[config.mk]
export PLATFORM = sky130hd
export DESIGN_NAME = vme_cmd_arbiter_flat
export DESIGN_NICKNAME = d
export VERILOG_FILES = /design/src/rtl/vme_arb_pkg.sv /design/src/rtl/vme_cmd_arbiter_if.sv /design/src/rtl/rr_arbiter.sv /design/src/rtl/vme_cmd_arbiter.sv /design/src/flat_wrapper.sv
export SDC_FILE = /design/constraint.sdc
export NUM_CORES = 1
export LEC_CHECK = 0
export BUFFER_PORTS_ARGS = -buffer_cell sky130_fd_sc_hd__buf_2
export CORE_ASPECT_RATIO = 1.2
export CORE_MARGIN = 10
export CORE_UTILIZATION = 36
export DETAILED_ROUTE_END_ITERATION = 10
export HOLD_SLACK_MARGIN = 0.05
export SYNTH_ARGS = -nofsm -noshare
export SYNTH_HDL_FRONTEND = slang
export SYNTH_HIERARCHICAL = 1
export SYNTH_SLANG_ARGS = --single-unit
[constraint.sdc]
create_clock -name clk -period 4.05 [get_ports clk]
set_input_delay 0.81 -clock clk [delete_from_list [all_inputs] [get_ports clk]]
set_output_delay 0.81 -clock clk [all_outputs]
set_load 0.02 [all_outputs]
[src/rtl/vme_arb_pkg.sv]
// Shared types and constants for the VME command arbiter: FSM state encoding,
// command-word bit positions and the instruction/data width.
package vme_arb_pkg;

   localparam int          DW           = 16;
   localparam logic [31:0] CMD_MASK_DEF = 32'h00A8_0000;
   localparam int          RD_BIT       = 25;
   localparam int          WR_BIT       = 24;

   typedef enum logic [1:0] {
      IDLE,
      ISSUE,
      WAIT,
      DONE
   } state_e;

   function automatic logic [31:0] build_cmd(input logic [31:0]   mask,
                                             input logic [DW-1:0] addr,
                                             input logic          rd);
      logic [31:0] cmd;
      cmd = mask | {{(32-DW){1'b0}}, addr};
      if (rd) cmd[RD_BIT] = 1'b1;
      else    cmd[WR_BIT] = 1'b1;
      return cmd;
   endfunction

endpackage

[src/rtl/vme_cmd_arbiter_if.sv]
// Command/response port between the arbiter (master modport) and the VME
// master engine (slave modport).
interface vme_cmd_arbiter_if;
   logic        start;
   logic [31:0] vme_cmd_reg;
   logic [31:0] vme_dat_reg_in;
   logic        vme_cmd_rd;
   logic [31:0] vme_dat_reg_out;
   logic        vme_dat_wr;

   modport master (
      output start, vme_cmd_reg, vme_dat_reg_in,
      input  vme_cmd_rd, vme_dat_reg_out, vme_dat_wr
   );

   modport slave (
      input  start, vme_cmd_reg, vme_dat_reg_in,
      output vme_cmd_rd, vme_dat_reg_out, vme_dat_wr
   );
endinterface

[src/rtl/rr_arbiter.sv]
// Combinational requester selection: round-robin from ptr, or lowest-index
// fixed priority (no ptr port) when VME_ARB_FIXED_PRIO_EN is defined.
module rr_arbiter
   import vme_arb_pkg::*;
#(
   parameter int NREQ = 4,
   parameter int IW   = $clog2(NREQ)
) (
   input  logic [NREQ-1:0] req,
`ifndef VME_ARB_FIXED_PRIO_EN
   input  logic [IW-1:0]   ptr,
`endif
   output logic [NREQ-1:0] gnt,
   output logic [IW-1:0]   idx,
   output logic            any
);

   always_comb begin
      int j;
      j   = 0;
      gnt = '0;
      idx = '0;
      any = 1'b0;
      for (int k = 0; k < NREQ; k++) begin
`ifdef VME_ARB_FIXED_PRIO_EN
         j = k;
`else
         // Circular scan starting at the pointer
         j = int'(ptr) + k;
         if (j >= NREQ) j = j - NREQ;
`endif
         if (!any && req[j]) begin
            any    = 1'b1;
            idx    = IW'(j);
            gnt[j] = 1'b1;
         end
      end
   end

endmodule

[src/rtl/vme_cmd_arbiter.sv]
// Shares one VME command port among NREQ requesters, one transaction at a time.
// Define VME_ARB_FIXED_PRIO_EN for fixed lowest-index priority instead of round-robin.
module vme_cmd_arbiter
   import vme_arb_pkg::*;
#(
   parameter int          NREQ     = 4,
   parameter logic [31:0] CMD_MASK = CMD_MASK_DEF,
   parameter int          TIMEOUT  = 1023
) (
   input  logic               clk,
   input  logic               rst_n,
   input  logic [NREQ-1:0]    req,
   input  logic [NREQ-1:0]    req_rd,
   input  logic [DW*NREQ-1:0] req_addr,
   input  logic [DW*NREQ-1:0] req_wdata,
   output logic [NREQ-1:0]    gnt,
   output logic [NREQ-1:0]    done,
   output logic [DW-1:0]      rdata,
   output logic               timeout_err,
   output logic               busy,
   vme_cmd_arbiter_if.master  bus
);

   localparam int IW = $clog2(NREQ);
   localparam int CW = $clog2(TIMEOUT + 1);

   state_e            state_q, state_d;
   logic [IW-1:0]     idx_q, idx_d;
   logic              rd_q, rd_d;
   logic [DW-1:0]     addr_q, addr_d;
   logic [DW-1:0]     wdata_q, wdata_d;
   logic [CW-1:0]     cnt_q, cnt_d;
   logic              err_q, err_d;
   logic [NREQ-1:0]   gnt_q, gnt_d;
   logic [NREQ-1:0]   done_q, done_d;
   logic [DW-1:0]     rdata_q, rdata_d;
   logic              terr_q, terr_d;
   logic              busy_q, busy_d;
   logic              start_q, start_d;
   logic [31:0]       cmd_q, cmd_d;
   logic [31:0]       din_q, din_d;

   logic [NREQ-1:0]   arb_gnt;
   logic [IW-1:0]     arb_idx;
   logic              arb_any;

`ifndef VME_ARB_FIXED_PRIO_EN
   logic [IW-1:0]     ptr_q, ptr_d;
`endif

   rr_arbiter #(.NREQ(NREQ), .IW(IW)) u_arb (
      .req (req),
`ifndef VME_ARB_FIXED_PRIO_EN
      .ptr (ptr_q),
`endif
      .gnt (arb_gnt),
      .idx (arb_idx),
      .any (arb_any)
   );

   always_comb begin
      state_d = state_q;
      idx_d   = idx_q;
      rd_d    = rd_q;
      addr_d  = addr_q;
      wdata_d = wdata_q;
      cnt_d   = cnt_q;
      err_d   = err_q;
      gnt_d   = gnt_q;
      done_d  = '0;
      rdata_d = rdata_q;
      terr_d  = 1'b0;
      start_d = 1'b0;
      cmd_d   = cmd_q;
      din_d   = din_q;
`ifndef VME_ARB_FIXED_PRIO_EN
      ptr_d   = ptr_q;
`endif
      case (state_q)
         IDLE: begin
            if (arb_any) begin
               idx_d   = arb_idx;
               rd_d    = req_rd[arb_idx];
               addr_d  = req_addr[int'(arb_idx)*DW +: DW];
               wdata_d = req_wdata[int'(arb_idx)*DW +: DW];
               gnt_d   = arb_gnt;
               state_d = ISSUE;
            end
         end
         ISSUE: begin
            // A requester that gives up before the command goes out is simply released
            if (!req[idx_q]) begin
               gnt_d   = '0;
               state_d = IDLE;
            end else if (bus.vme_cmd_rd) begin
               start_d = 1'b1;
               cmd_d   = build_cmd(CMD_MASK, addr_q, rd_q);
               din_d   = rd_q ? 32'h0 : {{(32-DW){1'b0}}, wdata_q};
               cnt_d   = '0;
               err_d   = 1'b0;
               state_d = WAIT;
            end
         end
         WAIT: begin
            cnt_d = cnt_q + CW'(1);
            // cnt_q == 0 marks the strobe cycle, whose response input is stale
            if ((cnt_q != '0) && bus.vme_dat_wr) begin
               if (rd_q) rdata_d = bus.vme_dat_reg_out[DW-1:0];
               state_d = DONE;
            end else if (cnt_q == CW'(TIMEOUT - 1)) begin
               err_d   = 1'b1;
               state_d = DONE;
            end
         end
         DONE: begin
            done_d[idx_q] = 1'b1;
            terr_d  = err_q;
            gnt_d   = '0;
            cmd_d   = CMD_MASK;
            din_d   = 32'h0;
`ifndef VME_ARB_FIXED_PRIO_EN
            ptr_d   = (idx_q == IW'(NREQ - 1)) ? '0 : idx_q + IW'(1);
`endif
            state_d = IDLE;
         end
         default: state_d = IDLE;
      endcase
      busy_d = (state_d != IDLE);
   end

   always_ff @(posedge clk or negedge rst_n) begin
      if (!rst_n) begin
         state_q <= IDLE;
         idx_q   <= '0;
         rd_q    <= 1'b0;
         addr_q  <= '0;
         wdata_q <= '0;
         cnt_q   <= '0;
         err_q   <= 1'b0;
         gnt_q   <= '0;
         done_q  <= '0;
         rdata_q <= '0;
         terr_q  <= 1'b0;
         busy_q  <= 1'b0;
         start_q <= 1'b0;
         cmd_q   <= CMD_MASK;
         din_q   <= 32'h0;
`ifndef VME_ARB_FIXED_PRIO_EN
         ptr_q   <= '0;
`endif
      end else begin
         state_q <= state_d;
         idx_q   <= idx_d;
         rd_q    <= rd_d;
         addr_q  <= addr_d;
         wdata_q <= wdata_d;
         cnt_q   <= cnt_d;
         err_q   <= err_d;
         gnt_q   <= gnt_d;
         done_q  <= done_d;
         rdata_q <= rdata_d;
         terr_q  <= terr_d;
         busy_q  <= busy_d;
         start_q <= start_d;
         cmd_q   <= cmd_d;
         din_q   <= din_d;
`ifndef VME_ARB_FIXED_PRIO_EN
         ptr_q   <= ptr_d;
`endif
      end
   end

   assign gnt                = gnt_q;
   assign done               = done_q;
   assign rdata              = rdata_q;
   assign timeout_err        = terr_q;
   assign busy               = busy_q;
   assign bus.start          = start_q;
   assign bus.vme_cmd_reg    = cmd_q;
   assign bus.vme_dat_reg_in = din_q;

endmodule
[src/flat_wrapper.sv]
// flat-port wrapper written by rule: the top's interface ports become plain ports
module vme_cmd_arbiter_flat import vme_arb_pkg::*;
#(
   parameter int          NREQ     = 4,
   parameter logic [31:0] CMD_MASK = CMD_MASK_DEF,
   parameter int          TIMEOUT  = 1023
)
  (clk, rst_n, req, req_rd, req_addr, req_wdata, gnt, done, rdata, timeout_err, busy, bus_start, bus_vme_cmd_reg, bus_vme_dat_reg_in, bus_vme_cmd_rd, bus_vme_dat_reg_out, bus_vme_dat_wr);
  vme_cmd_arbiter_if bus_i ();
  input  logic clk;
  input  logic rst_n;
  input  logic [NREQ-1:0] req;
  input  logic [NREQ-1:0] req_rd;
  input  logic [DW*NREQ-1:0] req_addr;
  input  logic [DW*NREQ-1:0] req_wdata;
  output logic [NREQ-1:0] gnt;
  output logic [NREQ-1:0] done;
  output logic [DW-1:0] rdata;
  output logic timeout_err;
  output logic busy;
  output wire logic [$bits(bus_i.start)-1:0] bus_start;
  output wire logic [$bits(bus_i.vme_cmd_reg)-1:0] bus_vme_cmd_reg;
  output wire logic [$bits(bus_i.vme_dat_reg_in)-1:0] bus_vme_dat_reg_in;
  input wire logic [$bits(bus_i.vme_cmd_rd)-1:0] bus_vme_cmd_rd;
  input wire logic [$bits(bus_i.vme_dat_reg_out)-1:0] bus_vme_dat_reg_out;
  input wire logic [$bits(bus_i.vme_dat_wr)-1:0] bus_vme_dat_wr;
  assign bus_start = bus_i.start;
  assign bus_vme_cmd_reg = bus_i.vme_cmd_reg;
  assign bus_vme_dat_reg_in = bus_i.vme_dat_reg_in;
  assign bus_i.vme_cmd_rd = bus_vme_cmd_rd;
  assign bus_i.vme_dat_reg_out = bus_vme_dat_reg_out;
  assign bus_i.vme_dat_wr = bus_vme_dat_wr;
  vme_cmd_arbiter #(.NREQ(NREQ), .CMD_MASK(CMD_MASK), .TIMEOUT(TIMEOUT)) u_core (.clk(clk), .rst_n(rst_n), .req(req), .req_rd(req_rd), .req_addr(req_addr), .req_wdata(req_wdata), .gnt(gnt), .done(done), .rdata(rdata), .timeout_err(timeout_err), .busy(busy), .bus(bus_i));
endmodule
==> results of run 1 <==
[Yosys cell counts, drive strengths merged (3+ instances only)]
master	count	area, sq um
a22oi	8	60.1
buf	46	352
nor2	4	15.0
inv	28	105
and4	3	26.3
nand3b	5	37.5
mux2i	19	190
dfrtp	111	2780
nand4	3	18.8
a31oi	6	37.5
ha	15	188
nand3	6	30.0
a22o	17	149
o31ai	6	45.0
o21ai	29	145
and3	5	31.3
nand2	46	173
and3b	4	35.0
mux2	36	405
or4	4	30.0
o2bb2ai	4	35.0
o211ai	3	22.5
a21oi	3	15.0
clkbuf	16	60.1
mux4	38	867
[cell families after synthesis]
group / after synthesis / synth area share (%)
flip-flops: 111 / 45.7
multiplexers: 93 / 24.0
AND/OR/NAND/NOR: 93 / 8.35
buffers and inverters: 90 / 8.50
AO/OA/AOI/OAI: 87 / 10.1
adder cells (fa/ha/maj): 15 / 3.09
other: 2 / 0.123
XOR/XNOR: 1 / 0.144
[worst reg2reg max path: cells and delay by family, from the launching register on]
family	cells	cell delay [ns]
buffers and inverters	1	0.17
muxes	3	1.18
adders and majority gates	1	0.39
DFF	1	0.59
AOI/OAI and AO/OA	2	1.28
[power by group]
part | internal [mW] | switching, mW | total (mW)
Clock | 0.478 | 0.394 | 0.872
Combinational | 1.53 | 1.64 | 3.17
Sequential | 1.54 | 0.297 | 1.84
Total | 3.55 | 2.33 | 5.88
[routing by layer]
metal	GRT usage, %	part of all wire, %	vias up
met4	5.32	1.9	0
li1	-	-	2162
met1	16.4	41	2297
met3	3.79	6.2	16
met5	0	0	-
met2	24.4	51	165
[layout by cell type, fill, tap and decap left out, types with 4 or more instances in the layout]
cell / count
a22oi_1: 8
mux2_1: 4
and3_1: 5
nand2_1: 46
nand3b_1: 5
inv_1: 27
mux4_2: 35
and3b_1: 4
clkbuf_16: 9
conb_1: 30
buf_4: 12
a22o_1: 17
or4_1: 4
mux2_2: 32
a31oi_1: 6
dfrtp_1: 111
buf_2: 215
nand3_1: 6
o2bb2ai_1: 4
nor2_1: 4
o21ai_0: 26
mux2i_1: 19
o31ai_1: 5
ha_1: 15
[layout make-up]
cell class | instances | area share, %
timing repair buffer | 229 | 15.9
antenna | 2 | 0.0661
inverter | 28 | 1.39
clock inverter | 5 | 0.777
clock buffer | 10 | 3.03
tap | 216 | 3.57
multi-input combinational | 319 | 38.5
sequential | 111 | 36.7
[worst max path at each step]
stage                                      to  slack (ns)  cells after the start
4_1_cts        u_core/wdata_q[13]$_DFFE_PN0P_        0.24                      8
3_5_place_dp   u_core/wdata_q[14]$_DFFE_PN0P_        0.22                      8
3_3_place_gp    u_core/wdata_q[5]$_DFFE_PN0P_        0.27                      8
5_1_grt        u_core/wdata_q[13]$_DFFE_PN0P_        0.03                      7
2_1_floorplan         u_core/rd_q$_DFFE_PN0P_        0.80                     12
6_report        u_core/wdata_q[1]$_DFFE_PN0P_        0.32                      7
[per-stage QoR]
stage               hold WS [ns]  area, sq um
floorplan                  0.466         6190
global placement           0.462         7250
detailed placement         0.473         7250
CTS                        0.490         7540
global route               0.504         7560
finish                     0.476         7570
[what timing repair did]
action                                  in CTS  in global routing
resized for setup                            0                  0
buffers inserted                             0                  3
endpoints found under the setup margin       0                 13
==> results.cfg, run 1 <==
[sta]
setup_ws_ns = 0.317
period_needed_ns = 3.73
relSlewSlack_pct = 31.7
skew_ns = 0.00810
tightest_slew_ns = 1.02
max_freq_mhz = 268
final-setup-viol-count = 0
period_share_pct = 92.2
rsz0062_at_grt = no
finalMaxSlewViolations = 0
hold_violations = 0
fin_setup_tns_ns = 0

[global_route]
grt_pass1_vias = 5116
grt_antenna_before_repair = 1
grt_pass1_wl_mm = 26.2
grt_max_degree = 64
grt_use_total_pct = 14.1
overflow = 0

[final_layout]
largest_reg_flops = 18
final-seq-area_sq_um = 2780
layout.nets = 885
stdcell_count = 920
fin_util_pct = 45.2
area_delta_synth_final_pct = 24.4
drive_above_1_share_pct = 45.6
fillers = 1540
multiInputGateArea_sq_um = 2910

[die]
initial_core_util_pct = 36.4
die_h_microns = 162
pin_count = 263
rows = 52
fp.dieW_microns = 139
coreArea_sq_um = 16700
dieArea_sq_um = 22500

[power_and_ir_drop]
finalPower_mw = 5.88
p_leak_nw = 3.79
ir_drop_v = 0.000270
power.density_nw_per_um2 = 777

[synthesis]
syn_area_per_cell_sq_um = 12.4
synth_area_sq_um = 6080
ys_seq_elements = 111
synth_edf_count = 0
ys_warn_count = 6
synth_cell_type_count = 53
synth-seq-area-share_pct = 45.7
netlist_instances = 492
synth_flop_cell = dfrtp_1
synth-async-reset-ratio_pct = 100

[clocking]
root_buffer = clkbuf_16
clock_latency_ns = 0.35
hold_buffers = 0
cts_tree = done
htree_num_levels = 3
clk_path_buf_depth = 2
clkSlewWorstSetupHoldPaths_ns = 0.07
clock-sinks = 111
cts_buffers = 9

[worst_setup_path]
critPathMaxFanout = 34
cp_cell_sequence = inv_1 > ha_1 > mux4_2 > o311ai_0 > a32o_2 > mux4_2 > mux2_2
cpPeakStageDelay_ns = 0.88
required_ns = 4.28
cp_num_buf_inv = 1
crit_slowest_cell = a32o_2
crit_top_cell = mux4_2
critPathLaunchType = flip-flop
crit_path_end_kind = flip-flop
cp-startpoint = u_core/ptr_q[0]$_DFFE_PN0P_
r2r_slack_ns = 0.32
reg2regPathDepth = 7
r2r_start = u_core/ptr_q[0]$_DFFE_PN0P_
worst-setup-path-type = flip-flop to flip-flop
cp_top_family = compound AO/OA/AOI/OAI gates
cp_data_arrival_time_ns = 3.96
r2r_end = u_core/wdata_q[1]$_DFFE_PN0P_

[routing]
dr.pass1.iters = 6
wl_per_cell_microns = 18.0
drtAntennaViolNets = 0
dr_total_vias = 4640
drt_iter0_drc = 198
drc = 0
via_per_inst = 5.04
wirelength_mm = 16.6

[min_path]
hp-class = input pin to asynchronous set/reset pin

[placement]
place_congestion = 0.856
place_inst = 900
port_buffers = 216
dp_slack_ns = 0.218
place_hpwl_mm = 12.8

[run_status]
status = finished, final reports clean

[run]
max_cap_violations = 0
No activity file was read; power rests on OpenSTA's default activity.
==> run 2, diff against run 1 <==
Clock period 4.05 ns to 3.58 ns, I/O delays scaled along.
==> results.cfg, run 2 (synthesis results as in run 1) <==
[clocking]
clock-sinks = 111
post-cts-setup-buffers = 0
post_cts_resized = 0
clkSlewWorstSetupHoldPaths_ns = 0.07
clk_path_buf_depth = 2
cts_buffers = 9
htree_num_levels = 3
hold_buffers = 0
clock_latency_ns = 0.35
cts_tree = done
root_buffer = clkbuf_16

[final_layout]
stdcell_count = 919
fillers = 1582
final_common_cell = buf_2
drive_above_1_share_pct = 45.5
area_delta_synth_final_pct = 23.9
layout.nets = 885
final_cell_mix = buf_2 (215), dfrtp_1 (111), nand2_1 (46)
num_antenna_cells = 0
largest_reg_flops = 18

[worst_setup_path]
critPathLaunchType = flip-flop
crit_top_cell = mux4_2
crit_path_end_kind = flip-flop
required_ns = 3.80
critPathMaxFanout = 19
crit_end = u_core/addr_q[15]$_DFFE_PN0P_
reg2regPathDepth = 9
cp_cell_sequence = inv_1 > ha_1 > mux4_2 > o311ai_0 > a32o_2 > buf_4 > mux4_2 > nand2_1 > o21ai_0
cpPeakStageDelay_ns = 0.60
crit_slowest_cell = a32o_2
r2r_slack_ns = 0.38
r2r_end = u_core/addr_q[15]$_DFFE_PN0P_
worst-setup-path-type = flip-flop to flip-flop
r2r_start = u_core/ptr_q[1]$_DFFE_PN0P_
cp_data_arrival_time_ns = 3.42
cp-startpoint = u_core/ptr_q[1]$_DFFE_PN0P_

[global_route]
grt_pass1_wl_mm = 26.3
overflow = 0
grt_pass1_vias = 5109
grt_max_degree = 77
grt_antenna_before_repair = 0
grt_use_total_pct = 14.2

[sta]
hold_violations = 0
max_freq_mhz = 313
tightest_slew_ns = 0.960
rsz0062_at_grt = no
final-setup-viol-count = 0
skew_ns = 0.00534
period_share_pct = 89.3
period_needed_ns = 3.20
relSlewSlack_pct = 36.0
fin_setup_tns_ns = 0
finalMaxSlewViolations = 0
setup_ws_ns = 0.383

[min_path]
hp-class = flip-flop to flip-flop

[placement]
dp_slack_ns = 0.134
place_congestion = 0.808
port_buffers = 216
place_inst = 903
place_hpwl_mm = 12.8

[die]
initial_core_util_pct = 36.4
dieArea_sq_um = 22500
rows = 52
coreArea_sq_um = 16700
fp.dieW_microns = 139
pin_count = 263
die_h_microns = 162

[routing]
drtAntennaViolNets = 0
drt_iter0_drc = 239
drc = 0
via_per_inst = 5.02
wl_per_cell_microns = 18.0
wirelength_mm = 16.6
dr_total_vias = 4610
dr.pass1.iters = 4

[run]
max_cap_violations = 0

[power_and_ir_drop]
p_int_mw = 3.93
ir_drop_v = 0.000424
clock_power_share_pct = 14.5
p_leak_nw = 3.78
comb_power_share_pct = 54.1
swShare_pct = 40.0
seqPwrFrac_pct = 31.4
power.density_nw_per_um2 = 869
switching_power_mw = 2.62

[run_status]
status = finished, final reports clean
## run 2: power by group through the flow
stage | Clock, mW | Sequential, mW | Combinational, mW
final | 0.952 | 2.06 | 3.54
after global routing | 1.04 | 2.13 | 3.89
after CTS | 0.994 | 2.06 | 3.62
after detailed placement | 0 | 2.08 | 3.61
after global placement | 0 | 2.06 | 3.48
after floorplan | 0 | 2.27 | 2.48
## run 2: critical path, delay by kind of cell (launching register included)
| family | cells | cell delay, ns |
|---|---|---|
| mux | 2 | 0.75 |
| buf+inv | 2 | 0.45 |
| compound gates | 3 | 1.09 |
| simple gates | 1 | 0.08 |
| fa+ha+maj | 1 | 0.31 |
| flops | 1 | 0.38 |
## run 2: layer usage
| layer | global-route usage (%) | up-vias | share of wire, % | wire length [microns] |
|---|---|---|---|---|
| li1 | - | 2160 | - | - |
| met1 | 15.8 | 2285 | 39 | 6500 |
| met2 | 24.5 | 149 | 52 | 8650 |
| met3 | 4.32 | 16 | 6.6 | 1100 |
| met4 | 6.41 | 0 | 1.9 | 313 |
| met5 | 0 | - | 0 | 0 |
## run 2: worst min path at each step
stage	end	cells after the start	slack [ns]	from
after floorplan	u_core/addr_q[0]$_DFFE_PN0P_	0	0.42	rst_n
after global placement	u_core/bus.vme_cmd_reg[24]$_DFFE_PN0P_	1	0.46	u_core/bus.vme_cmd_reg[24]$_DFFE_PN0P_
after detailed placement	u_core/bus.vme_cmd_reg[24]$_DFFE_PN0P_	1	0.47	u_core/bus.vme_cmd_reg[24]$_DFFE_PN0P_
after CTS	u_core/bus.vme_cmd_reg[24]$_DFFE_PN0P_	1	0.48	u_core/bus.vme_cmd_reg[24]$_DFFE_PN0P_
after global routing	u_core/err_q$_DFFE_PN0P_	1	0.51	u_core/err_q$_DFFE_PN0P_
final	u_core/rdata[13]$_DFFE_PN0P_	1	0.48	u_core/rdata[13]$_DFFE_PN0P_
## run 2: through the flow
stage	total power, mW	instance area, sq um	util (%)	hold WS (ns)
after floorplan	4.75	6190	-	0.420
after global placement	5.54	7260	43.4	0.461
after detailed placement	5.69	7260	43.4	0.466
after CTS	6.67	7540	45.1	0.484
after global routing	7.05	7540	45.1	0.515
final	6.55	7540	45.1	0.482
## run 2: cell type report
class / count / area, sq um / area share [%]
tap: 216 / 270 / 3.59
timing repair buffer: 229 / 1190 / 15.8
clock inverter: 5 / 42.5 / 0.565
multi-input combinational: 319 / 2910 / 38.7
inverter: 28 / 105 / 1.39
clock buffer: 11 / 233 / 3.09
sequential: 111 / 2780 / 36.9
==> run 3, diff against run 2 <==
==> constraint.sdc (replaced) <==
create_clock -name clk -period 3.58 [get_ports clk]
set_input_delay 0.895 -clock clk [delete_from_list [all_inputs] [get_ports clk]]
set_output_delay 0.895 -clock clk [all_outputs]
set_load 0.02 [all_outputs]
==> results.cfg, run 3 (synthesis results as in run 1) <==
[run_status]
status = finished, final reports clean

[final_layout]
area_delta_synth_final_pct = 24.2
final_cell_mix = buf_2 (215), dfrtp_1 (111), nand2_1 (46)
layout.nets = 885
num_antenna_cells = 0
final-seq-area_sq_um = 2780
largest_reg_flops = 18
multiInputGateArea_sq_um = 2910
final_common_cell = buf_2
fillers = 1541
drive_above_1_share_pct = 45.7

[clocking]
post-cts-setup-buffers = 0
clkSlewWorstSetupHoldPaths_ns = 0.08
clock_latency_ns = 0.36
hold_buffers = 0
cts_buffers = 9
cts_tree = done
root_buffer = clkbuf_16
clock-sinks = 111
clk_path_buf_depth = 2
post_cts_resized = 0
htree_num_levels = 3

[sta]
tightest_slew_ns = 1.07
relSlewSlack_pct = 28.8
skew_ns = 0.00555
period_needed_ns = 3.33
hold_violations = 0
finalMaxSlewViolations = 0
rsz0062_at_grt = no
final-setup-viol-count = 0
period_share_pct = 92.9
max_freq_mhz = 301
fin_setup_tns_ns = 0

[power_and_ir_drop]
p_leak_nw = 3.79
ir_drop_v = 0.000395
finalPower_mw = 6.57
power.density_nw_per_um2 = 870

[global_route]
overflow = 0
grt_antenna_before_repair = 0
grt_pass1_wl_mm = 26.4
grt_pass1_vias = 5164
grt_use_total_pct = 14.2
grt_max_degree = 57

[routing]
via_per_inst = 5.04
dr.pass1.iters = 6
drc = 0
wirelength_mm = 16.4
drt_iter0_drc = 262
wl_per_cell_microns = 17.9
dr_total_vias = 4625
drtAntennaViolNets = 0

[worst_setup_path]
worst-setup-path-type = flip-flop to flip-flop
cp_cell_sequence = inv_1 > ha_1 > mux4_2 > o311ai_0 > a32o_2 > mux4_2 > mux2_2
critPathLaunchType = flip-flop
cp_data_arrival_time_ns = 3.57
critPathMaxFanout = 34
cp_top_family = compound AO/OA/AOI/OAI gates
cp_num_buf_inv = 1
crit_path_end_kind = flip-flop
crit_slowest_cell = a32o_2
crit_top_cell = mux4_2
required_ns = 3.82
cpPeakStageDelay_ns = 0.87

[die]
die_h_microns = 162
dieArea_sq_um = 22500
pin_count = 263
coreArea_sq_um = 16700
initial_core_util_pct = 36.4
fp.dieW_microns = 139
rows = 52

[run]
max_cap_violations = 0

[placement]
place_congestion = 0.813
place_hpwl_mm = 12.4
port_buffers = 216

[min_path]
hp-class = flip-flop to flip-flop
==> run 3: changes by cell type in the layout (fill, tap and decap cells not counted) <==
cell        before  now
buf_12           1    2
buf_4           13   12
clkbuf_1         2    0
clkbuf_8         0    1
clkinv_4         3    2
clkinvlp_4       1    2
inv_6            1    0
inv_8            0    1
==> run 3: final cells by class <==
type / count / share of cell area, %
Clock buffer: 10 / 3.16
Clock inverter: 5 / 0.580
Inverter: 28 / 1.39
Multi-Input combinational cell: 319 / 38.6
Sequential cell: 111 / 36.8
Tap cell: 216 / 3.58
Timing Repair Buffer: 229 / 16.0
==> run 3: where the power goes <==
group          internal (mW)  leakage [nW]  total (mW)  switching [mW]
sequential              1.74          1.42        2.06           0.312
combinational           1.71          2.24        3.54            1.83
clock                  0.495         0.133       0.974           0.479
==> run 3: final timing paths <==
| kind | from | to | slack [ns] | cells past startpoint |
|---|---|---|---|---|
| max | u_core/ptr_q[1]$_DFFE_PN0P_ | u_core/wdata_q[12]$_DFFE_PN0P_ | 0.25 | 7 |
| min | u_core/bus.vme_cmd_reg[24]$_DFFE_PN0P_ | u_core/bus.vme_cmd_reg[24]$_DFFE_PN0P_ | 0.48 | 1 |
| max reg2reg | u_core/ptr_q[1]$_DFFE_PN0P_ | u_core/wdata_q[12]$_DFFE_PN0P_ | 0.25 | 7 |
| min reg2reg | u_core/bus.vme_cmd_reg[24]$_DFFE_PN0P_ | u_core/bus.vme_cmd_reg[24]$_DFFE_PN0P_ | 0.48 | 1 |
| max in group asynchronous | rst_n | u_core/addr_q[15]$_DFFE_PN0P_ | 2.23 | 2 |
| min in group asynchronous | rst_n | u_core/bus.vme_cmd_reg[10]$_DFFE_PN0P_ | 0.60 | 1 |
==> run 3: stage by stage <==
step                setup slack (ns)  utilization [%]  hold slack, ns  instance area (sq um)  instances
floorplan                      0.248                -           0.466                   6190        520
global placement             -0.0292             43.5           0.460                   7270        903
detailed placement            -0.155             43.5           0.472                   7270        903
CTS                            0.237             45.2           0.490                   7560        918
global route                  0.0710             45.2           0.506                   7560        918
finish                         0.253             45.2           0.483                   7560        918
==> run 3: metal layers <==
metal  up-vias  global-route usage (%)  routed length [microns]
met5         -                       0                        0
met4         0                    6.08                      395
met3        21                    4.00                     1050
met2       161                    24.7                     8550
met1      2283                    16.0                     6420
li1       2160                       -                        -
